<file path="src/rtl/rptr_empty_if.sv">
// Read-side handshake of the async FIFO: pop request and synchronized write
// pointer in, RAM address plus Gray pointer and flags out.
interface rptr_empty_if #(
    parameter int ADDRSIZE = 4
);
    logic                rinc;
    logic [ADDRSIZE:0]   rq2_wptr;
    logic [ADDRSIZE-1:0] raddr;
    logic [ADDRSIZE:0]   rptr;
    logic                rempty;
    logic                arempty;
    logic [ADDRSIZE:0]   rlevel;

    modport master (
        output rinc, rq2_wptr,
        input  raddr, rptr, rempty, arempty, rlevel
    );

    modport slave (
        input  rinc, rq2_wptr,
        output raddr, rptr, rempty, arempty, rlevel
    );
endinterface

</file>
<file path="src/rtl/rptr_empty.sv">
// Read-domain pointer and empty/almost-empty/occupancy controller of the async FIFO.
// Flags are computed from the next-state pointer so a pop is reflected on the same edge.
module rptr_empty #(
    parameter int ADDRSIZE           = 4,
    parameter int ALMOST_EMPTY_LEVEL = 1
) (
    input  logic          rclk,
    input  logic          rrst_n,
    rptr_empty_if.slave   rif
);
    localparam logic [ADDRSIZE+1:0] AE_LVL = ALMOST_EMPTY_LEVEL[ADDRSIZE+1:0];

    logic [ADDRSIZE:0] rbin_q, rbin_d;
    logic [ADDRSIZE:0] rptr_q, rptr_d;
    logic [ADDRSIZE:0] rlevel_q, rlevel_d;
    logic              rempty_q, rempty_d;
    logic              arempty_q, arempty_d;
    logic [ADDRSIZE:0] wbin;
    logic              pop;

    // Gray-to-binary: each bit is the XOR of all Gray bits at or above it
    for (genvar i = 0; i <= ADDRSIZE; i++) begin : g_g2b
        assign wbin[i] = ^rif.rq2_wptr[ADDRSIZE:i];
    end

    // A request while empty is dropped so the pointer can never pass the writer
    assign pop = rif.rinc & ~rempty_q;

    always_comb begin
        rbin_d    = rbin_q + {{ADDRSIZE{1'b0}}, pop};
        rptr_d    = (rbin_d >> 1) ^ rbin_d;
        rempty_d  = (rptr_d == rif.rq2_wptr);
        rlevel_d  = wbin - rbin_d;
        arempty_d = ({1'b0, rlevel_d} <= AE_LVL);
    end

    always_ff @(posedge rclk or negedge rrst_n) begin
        if (!rrst_n) begin
            rbin_q    <= '0;
            rptr_q    <= '0;
            rlevel_q  <= '0;
            rempty_q  <= 1'b1;
            arempty_q <= 1'b1;
        end else begin
            rbin_q    <= rbin_d;
            rptr_q    <= rptr_d;
            rlevel_q  <= rlevel_d;
            rempty_q  <= rempty_d;
            arempty_q <= arempty_d;
        end
    end

    assign rif.raddr   = rbin_q[ADDRSIZE-1:0];
    assign rif.rptr    = rptr_q;
    assign rif.rlevel  = rlevel_q;
    assign rif.rempty  = rempty_q;
    assign rif.arempty = arempty_q;
endmodule

</file>
<file path="src/flat_wrapper.sv">
// flat-port wrapper written by rule: the top's interface ports become plain ports
module rptr_empty_flat 
#(
    parameter int ADDRSIZE           = 4,
    parameter int ALMOST_EMPTY_LEVEL = 1
)
  (rclk, rrst_n, rif_rinc, rif_rq2_wptr, rif_raddr, rif_rptr, rif_rempty, rif_arempty, rif_rlevel);
  rptr_empty_if #(.ADDRSIZE(ADDRSIZE)) rif_i ();
  input  logic rclk;
  input  logic rrst_n;
  input wire logic [$bits(rif_i.rinc)-1:0] rif_rinc;
  input wire logic [$bits(rif_i.rq2_wptr)-1:0] rif_rq2_wptr;
  output wire logic [$bits(rif_i.raddr)-1:0] rif_raddr;
  output wire logic [$bits(rif_i.rptr)-1:0] rif_rptr;
  output wire logic [$bits(rif_i.rempty)-1:0] rif_rempty;
  output wire logic [$bits(rif_i.arempty)-1:0] rif_arempty;
  output wire logic [$bits(rif_i.rlevel)-1:0] rif_rlevel;
  assign rif_i.rinc = rif_rinc;
  assign rif_i.rq2_wptr = rif_rq2_wptr;
  assign rif_raddr = rif_i.raddr;
  assign rif_rptr = rif_i.rptr;
  assign rif_rempty = rif_i.rempty;
  assign rif_arempty = rif_i.arempty;
  assign rif_rlevel = rif_i.rlevel;
  rptr_empty #(.ADDRSIZE(ADDRSIZE), .ALMOST_EMPTY_LEVEL(ALMOST_EMPTY_LEVEL)) u_core (.rclk(rclk), .rrst_n(rrst_n), .rif(rif_i));
endmodule
</file>
<file path="config.mk">
export PLATFORM = sky130hd
export DESIGN_NAME = rptr_empty_flat
export DESIGN_NICKNAME = d
export VERILOG_FILES = /design/src/rtl/rptr_empty_if.sv /design/src/rtl/rptr_empty.sv /design/src/flat_wrapper.sv
export SDC_FILE = /design/constraint.sdc
export NUM_CORES = 1
export LEC_CHECK = 0
export CORE_MARGIN = 8
export CORE_UTILIZATION = 48
export DETAILED_ROUTE_END_ITERATION = 10
export PLACE_DENSITY = 0.78
export SLEW_MARGIN = 20
export SYNTH_ARGS = -nofsm -noshare
export SYNTH_HDL_FRONTEND = slang
export SYNTH_SLANG_ARGS = --single-unit
export TNS_END_PERCENT = 50
</file>
<file path="constraint.sdc">
create_clock -name rclk -period 2.94 [get_ports rclk]
set_clock_uncertainty 0.2 [all_clocks]
set_input_delay 0.294 -clock rclk [delete_from_list [all_inputs] [get_ports rclk]]
set_output_delay 0.294 -clock rclk [all_outputs]
set_load 0.01 [all_outputs]
</file>
Word-level counts from Yosys, hierarchy flattened
Index checks and enable logic that the tools add are counted.
- eq/ne operators: 1
- $add $sub $neg: 2
- magnitude comparators: 1
- reduce and logical (&&, ||, !) cells: 4
- bitwise gates (word level): 3
- operators with widths (cell ; count):
    adder 5 x 1 -> 5 bit ; 1
    equality test 5 bit ; 1
    <= comparator 5 x 1 -> 1 bit (second input constant) ; 1
    XOR reduction 5 bit ; 1
    subtractor 5 bit ; 1
    bitwise XOR 4 x 5 -> 5 bit ; 1
    XOR reduction 4 bit ; 1
    XOR reduction 3 bit ; 1
    XOR reduction 2 bit ; 1
    AND 1 bit ; 1
    inverter 1 bit ; 1
- register bits: 17
- logic and storage cells: 16
- input port bits: 8
- output and inout port bits: 16

Depth between registers and ports, before layout
Gate-level depths: netlist (run 1).
- depth in word-level cells: 5
- gate-level depth with buffers: 9
- gate-level depth less buffers: 9

Worst setup path after synthesis (run 1)
Ideal clock, no wire load.
- path type: register to register
- from: register u_core.rempty_q, in the netlist u_core.rif.rempty
- to: register u_core.arempty_q, in the netlist u_core.rif.arempty
- data arrival time: 2.400 ns
- data required time: 2.635 ns
- setup slack: 0.235 ns
- buffers on the path: 0
- cell stages (with the launch flop): 10
- library setup time: 0.105 ns
- period minus slack after synthesis: 2.705 ns
- path through: dfstp_2 -> nand3b_1 -> inv_2 -> ha_1 -> xnor2_2 -> ha_1 -> a21o_1 -> a31oi_1 -> xnor2_1 -> a2111oi_2
- longest elaborated chain between the ends: 5
- ends and longest elaborated chain (element ; line ; RTL):
    start, declared ; rptr_empty.sv:16 ; logic rempty_q, rempty_d;
    start signal, assigned ; rptr_empty.sv:48 ; rempty_q <= rempty_d;
    inverter 1 bit ; rptr_empty.sv:27 ; assign pop = rif.rinc & ~rempty_q;
    AND 1 bit ; rptr_empty.sv:27 ;
    adder 5 x 1 -> 5 bit ; rptr_empty.sv:30 ; rbin_d = rbin_q + {{ADDRSIZE{1'b0}}, pop};
    subtractor 5 bit ; rptr_empty.sv:33 ; rlevel_d = wbin - rbin_d;
    net u_core.rlevel_d[3] ; rptr_empty.sv:15 ; logic [ADDRSIZE:0] rlevel_q, rlevel_d;
    <= comparator 5 x 1 -> 1 bit ; rptr_empty.sv:34 ; arempty_d = ({1'b0, rlevel_d} <= AE_LVL);
    net u_core.arempty_d ; rptr_empty.sv:17 ; logic arempty_q, arempty_d;
    end signal, assigned ; rptr_empty.sv:49 ; arempty_q <= arempty_d;
    end, declared ; rptr_empty.sv:17 ;
The timed path passes the listed nets, and every way through them passes these cells.

Final worst setup path (run 1)
- from: input rif_rq2_wptr[3]
- to: register u_core.arempty_q, in the netlist u_core.rif.arempty
- longest elaborated chain between the ends: 3
- elaborated cells between the ends (all ways): 6
- those cells by class: add/sub: 1; order compare: 1; reduce/logical: 4
- ends and longest elaborated chain (element ; line ; RTL):
    start, declared ; flat_wrapper.sv:12 ; input wire logic [$bits(rif_i.rq2_wptr)-1:0] rif_rq2_wptr;
    XOR reduction 5 bit (tied with other cells) ; rptr_empty.sv:23 ; assign wbin[i] = ^rif.rq2_wptr[ADDRSIZE:i];
    subtractor 5 bit * ; rptr_empty.sv:33 ;
    <= comparator 5 x 1 -> 1 bit * ; rptr_empty.sv:34 ;
    net u_core.arempty_d ; rptr_empty.sv:17 ;
Mark *: on every way through the listed nets, which the timed path passes. The rest lies on a longest branch.

==> results.toml, run 1 <==
[cts]
clock-sinks = 16
clkLatencyLatePin_ns = 0.28
numCtsBuffers = 3
hold_buffers = 0
cts.htree.levels = 1
path_clk_slew_ns = 0.09
cts_root_buf = "clkbuf_4"
cts_tree = "built"
post_cts_buffers = 0
clockBufferDepth = 2

[die]
dieWidth_um = 61.1
io_pins = 24
initial_core_util_pct = 50.3
die_area_mm2 = 0.00373
die-height_um = 61.1
std_cell_rows = 16
core_area_mm2 = 0.00194

[synth]
syn_nets = 93
yosysTopAreaCellShare_pct = 35.9
async_flop_share_pct = 100
synth_seq_cells = 16
synth_ff_type = "dfrtp_1"
synth_cells = 80
synth.top_cells.by_count = "xnor2_1 (15), dfrtp_1 (14), inv_1 (7), ha_1 (4), nand2_1 (4)"
synthesis.area_um2 = 976
ys_seq_area_share_pct = 41.3
ys_top_cells_by_area = "dfrtp_1 (36%), xnor2_1 (13%), dfstp_2 (5.4%)"
yosysTopAreaCell = "dfrtp_1"
syn_avg_cell_area_um2 = 12.2
synth-edff-count = 0
yosysMostFrequentCell = "xnor2_1"
ys_warn_count = 0
synthDistinctLibCells = 33

[routing]
vias = 700
wl_um = 1990
ant_nets = 0
drt_first_pass_iters = 4
viasPerCell = 5.04
wl_per_cell_um = 14.3
drc = 0
drtIter0Drc = 13

[sta]
setup_viol_count_final = 0
period_share_pct = 96.3
tns_ns = 0
tightest_slew_ns = 0.700
max_freq_ghz = 0.353
setup_slack_ns = 0.109
fin_hold_ws_ns = 0.227
min_period_ns = 2.83
finalMaxSlewViolations = 0
slew_headroom_pct = 53.2
hold_violations = 0

[final_layout]
nFillCells = 174
syn_to_final_growth_pct = 34.7
layout.cells.non_filler = 139
final_net_count = 127
post-route-util_pct = 67.7
diodes = 0
final_cell_area_mm2 = 0.00132
layout-drive-gt1-share_pct = 19.6

[min_path]
hold_class = "in2async"

[placed_design]
dp_slack_ns = -0.221
placed_area_mm2 = 0.00128
gp_congestion = 0.897
place_hpwl_um = 1650
port_buffers = 23
placed_cells = 136

[critical_path]
critPathCaptureType = "flip-flop"
cp_max_fo = 3
worst-setup-path-type = "in2reg"
crit_chain = "clkdlybuf4s50_1 -> xnor3_2 -> xnor2_2 -> xnor2_1 -> ha_1 -> inv_1 -> fa_1 -> nand2_1 -> a221oi_2 -> a2111oi_2"
critPathMaxStageDelay_ns = 0.48
required_ns = 2.91
worstSetupStartpointType = "primary input"
arrival_ns = 2.80
slowest_stage = "clkdlybuf4s50_1"

[pwr]
max-vdd-ir-drop_uv = 728
p_leak_nw = 0.560
power_density_mw_per_mm2 = 1250
power_mw = 1.64

[global_route]
grt_use_total_pct = 11.9
grt_pass1_wl_um = 3280
grt_antenna_before_repair = 0
grt_max_degree = 17
gr-total-overflow = 0
grt_pass1_vias = 737

[status]
outcome = "complete, no violations"

[run]
cap_violations = 0
==> repair_timing <==
| item | in CTS | in global routing |
|---|---|---|
| gates resized for setup | 0 | 1 |
| endpoints found under the hold margin | 0 | 0 |
| setup endpoints to repair | 0 | 1 |
==> where the power goes <==
part | total, mW | leakage (nW) | internal, mW | switching (mW)
clock network | 0.114 | 0.0138 | 0.0475 | 0.0661
registers | 0.412 | 0.186 | 0.344 | 0.0676
logic | 1.11 | 0.361 | 0.591 | 0.522
==> layout make-up <==
class | instances | area [um^2] | area share, %
multi-input combinational | 56 | 551 | 41.9
clock buffer | 3 | 22.5 | 1.71
sequential | 16 | 403 | 30.6
inverter | 8 | 30.0 | 2.28
timing repair buffer | 29 | 275 | 20.9
tap | 27 | 33.8 | 2.57
==> worst max-delay path: cells and delay by family <==
family                     cells  cell delay [ns]
buffers and inverters          2             0.54
AOI/OAI and AO/OA              2             0.46
and+or+nand+nor                1             0.10
xor gates and xnor gates       3             0.82
adders and majority gates      2             0.57
==> placed cells by master (no fill, tap or decap), types with 2 or more instances in the layout <==
cell type         n
dfstp_2           2
nor2_1            3
nand2_1           4
xnor2_1          14
clkdlybuf4s50_1  23
a211oi_1          2
ha_1              4
clkbuf_4          3
nand3_1           2
inv_1             7
and2_1            3
xnor2_2           2
buf_4             6
dfrtp_1          14
xnor3_1           2
==> metal layers <==
metal / wire, um / GRT usage (%) / vias up
li1: - / - / 341
met1: 893 / 14.3 / 329
met2: 950 / 19.7 / 26
met3: 119 / 2.71 / 4
met4: 29 / 4.98 / 0
met5: 0 / 0 / -
==> final timing paths <==
| kind | from | end | slack [ns] | depth (start not counted) |
|---|---|---|---|---|
| max in group asynchronous | rrst_n | u_core.rbin_q[4] | 1.87 | 1 |
| hold reg to reg | u_core.rbin_q[4] | u_core.rbin_q[4] | 0.37 | 1 |
| min in group rclk | u_core.rbin_q[4] | u_core.rbin_q[4] | 0.37 | 1 |
| setup / recovery | rif_rq2_wptr[3] | u_core.rif.arempty | 0.11 | 10 |
| hold / removal | rrst_n | u_core.rbin_q[0] | 0.23 | 1 |
| setup reg to reg | u_core.rif.rempty | u_core.rif.arempty | 0.16 | 9 |
==> cells by family (layout without fill, tap and decap cells) <==
group	Yosys count	after routing	share of synthesized area, %
AOI/OAI and AO/OA	11	11	12.4
xor gates and xnor gates	21	21	24.7
adders and majority gates	5	5	7.18
buffers and inverters	8	40	3.08
DFF	16	16	41.3
muxes	1	1	1.03
and+or+nand+nor	18	18	10.3
==> state kept, by name, summed over array words and instances, names as in the netlist <==
register / count
u_core.rbin_q: 5
u_core.rif.rlevel: 5
u_core.rif.rptr: 4
u_core.rif.arempty: 1
u_core.rif.rempty: 1
No activity file was read; power rests on OpenSTA's default activity.
==> run 2: changes to the inputs <==
CELL_PAD_IN_SITES_DETAIL_PLACEMENT = 1   (was not set)
CELL_PAD_IN_SITES_GLOBAL_PLACEMENT = 1   (was not set)
CORE_UTILIZATION = 38   (was 48)
PLACE_DENSITY = not set   (was 0.78)
PLACE_DENSITY_LB_ADDON = 0.1   (was not set)
==> results.toml, run 2 (synthesized netlist as in run 1, its figures left out) <==
[pwr]
p_leak_nw = 0.572
max-vdd-ir-drop_uv = 589
power_density_mw_per_mm2 = 1280

[die]
initial_core_util_pct = 39.8
io_pins = 24
core_area_mm2 = 0.00245
die_area_mm2 = 0.00445
die-height_um = 66.7
std_cell_rows = 18
dieWidth_um = 66.7

[critical_path]
worst-setup-path-type = "in2reg"
critPathCaptureType = "flip-flop"
critPathMaxStageDelay_ns = 0.48
cp_max_fo = 3
r2r-start = "u_core.rif.rempty"
arrival_ns = 2.79
crit_chain = "clkdlybuf4s50_1 -> xnor3_2 -> xnor2_2 -> xnor2_1 -> ha_1 -> inv_1 -> fa_1 -> nand2_1 -> a221oi_2 -> a2111oi_2"
crit_start = "rif_rq2_wptr[3]"
required_ns = 2.91
worstSetupStartpointType = "primary input"
slowest_stage = "clkdlybuf4s50_1"

[cts]
cts.htree.levels = 1
hold_buffers = 0
cts_root_buf = "clkbuf_4"
path_clk_slew_ns = 0.10
clkLatencyLatePin_ns = 0.28
cts_tree = "built"
numCtsBuffers = 3
clock-sinks = 16
clockBufferDepth = 2

[global_route]
gr-total-overflow = 0
grt_pass1_wl_um = 4060
grt_pass1_vias = 840
grt_antenna_before_repair = 0
grt_max_degree = 17
grt_use_total_pct = 12.0

[routing]
wl_um = 2360
viasPerCell = 4.94
ant_nets = 0
drtIter0Drc = 17
vias = 711
drt_first_pass_iters = 4
drc = 0
wl_per_cell_um = 16.4

[final_layout]
diodes = 0
final_net_count = 128
syn_to_final_growth_pct = 37.3
nFillCells = 268
final_cell_area_mm2 = 0.00134
layout_commonest_cell = "clkdlybuf4s50_1"
mostFrequentLayoutCells = "clkdlybuf4s50_1 (23), xnor2_1 (14), dfrtp_1 (14), inv_1 (7), buf_4 (7)"
post-route-util_pct = 54.6
layout-drive-gt1-share_pct = 21.1

[sta]
min_period_ns = 2.82
max_freq_ghz = 0.355
finalMaxSlewViolations = 0
period_share_pct = 95.8
setup_viol_count_final = 0
slew_headroom_pct = 49.5
tightest_slew_ns = 0.756
hold_violations = 0

[placed_design]
gp_congestion = 0.724
port_buffers = 23
placed_area_mm2 = 0.00130
place_hpwl_um = 1930

[status]
outcome = "complete, no violations"

[min_path]
hold_class = "in2async"

[run]
cap_violations = 0
[run 2: changes by cell type in the layout (fill, tap and decap cells not counted)]
cell / change
clkbuf_8: +1
buf_4: +1
[run 2: metal layers]
layer	up-vias	track usage [%]	part of all wire [%]
met5	-	0	0
met4	0	2.40	0.55
met3	2	3.52	5.1
met2	14	22.6	54
met1	352	12.7	40
li1	343	-	-
[run 2: what timing repair did]
action,CTS,global route
resized for setup,0,1
setup buffers,0,0
setup endpoints to repair,0,1
[run 2: where the power goes]
part | internal, mW | total [mW] | switching (mW)
Combinational | 0.598 | 1.15 | 0.555
Clock | 0.0752 | 0.147 | 0.0722
Sequential | 0.344 | 0.411 | 0.0668
Total | 1.02 | 1.71 | 0.694
[run 2: final timing paths]
path	end	slack, ns	cells after the start
hold reg to reg	u_core.rbin_q[4]	0.38	1
max in group asynchronous	u_core.rif.rlevel[4]	1.82	1
min in group rclk	u_core.rbin_q[4]	0.38	1
hold / removal	u_core.rbin_q[0]	0.25	1
setup / recovery	u_core.rif.arempty	0.12	10
setup reg to reg	u_core.rif.arempty	0.17	9
[run 2: cell type report]
| type | instances | area [um^2] | share of cell area [%] |
|---|---|---|---|
| clock buffer | 4 | 36.3 | 2.71 |
| inverter | 8 | 30.0 | 2.24 |
| multi-input combinational | 56 | 551 | 41.1 |
| sequential | 16 | 403 | 30.1 |
| tap | 30 | 37.5 | 2.80 |
| timing repair buffer | 30 | 283 | 21.1 |
[run 2: through the flow]
stage          instances  setup slack [ns]  setup TNS (ns)  total power [mW]  hold WS [ns]
2_1_floorplan         80             0.235               0              1.13        -0.202
3_3_place_gp         140            -0.137          -0.144              1.54         0.343
3_5_place_dp         140            -0.239          -0.304              1.58         0.375
4_1_cts              144            0.0602               0              1.75         0.258
5_1_grt              144          -0.00989        -0.00989              1.87         0.292
6_report             144             0.124               0              1.71         0.245
[run 2: critical path: cells and delay by family]
family	cells	cell delay (ns)
compound gates	2	0.48
xor+xnor	3	0.81
simple gates	1	0.10
fa+ha+maj	2	0.57
buf+inv	2	0.54
==> run 3: changes to the inputs <==
SKIP_LAST_GASP = 1   (was not set)
==> results of run 3 <==
Same layout as run 2: the final DEF is identical, and so are final timing and power.
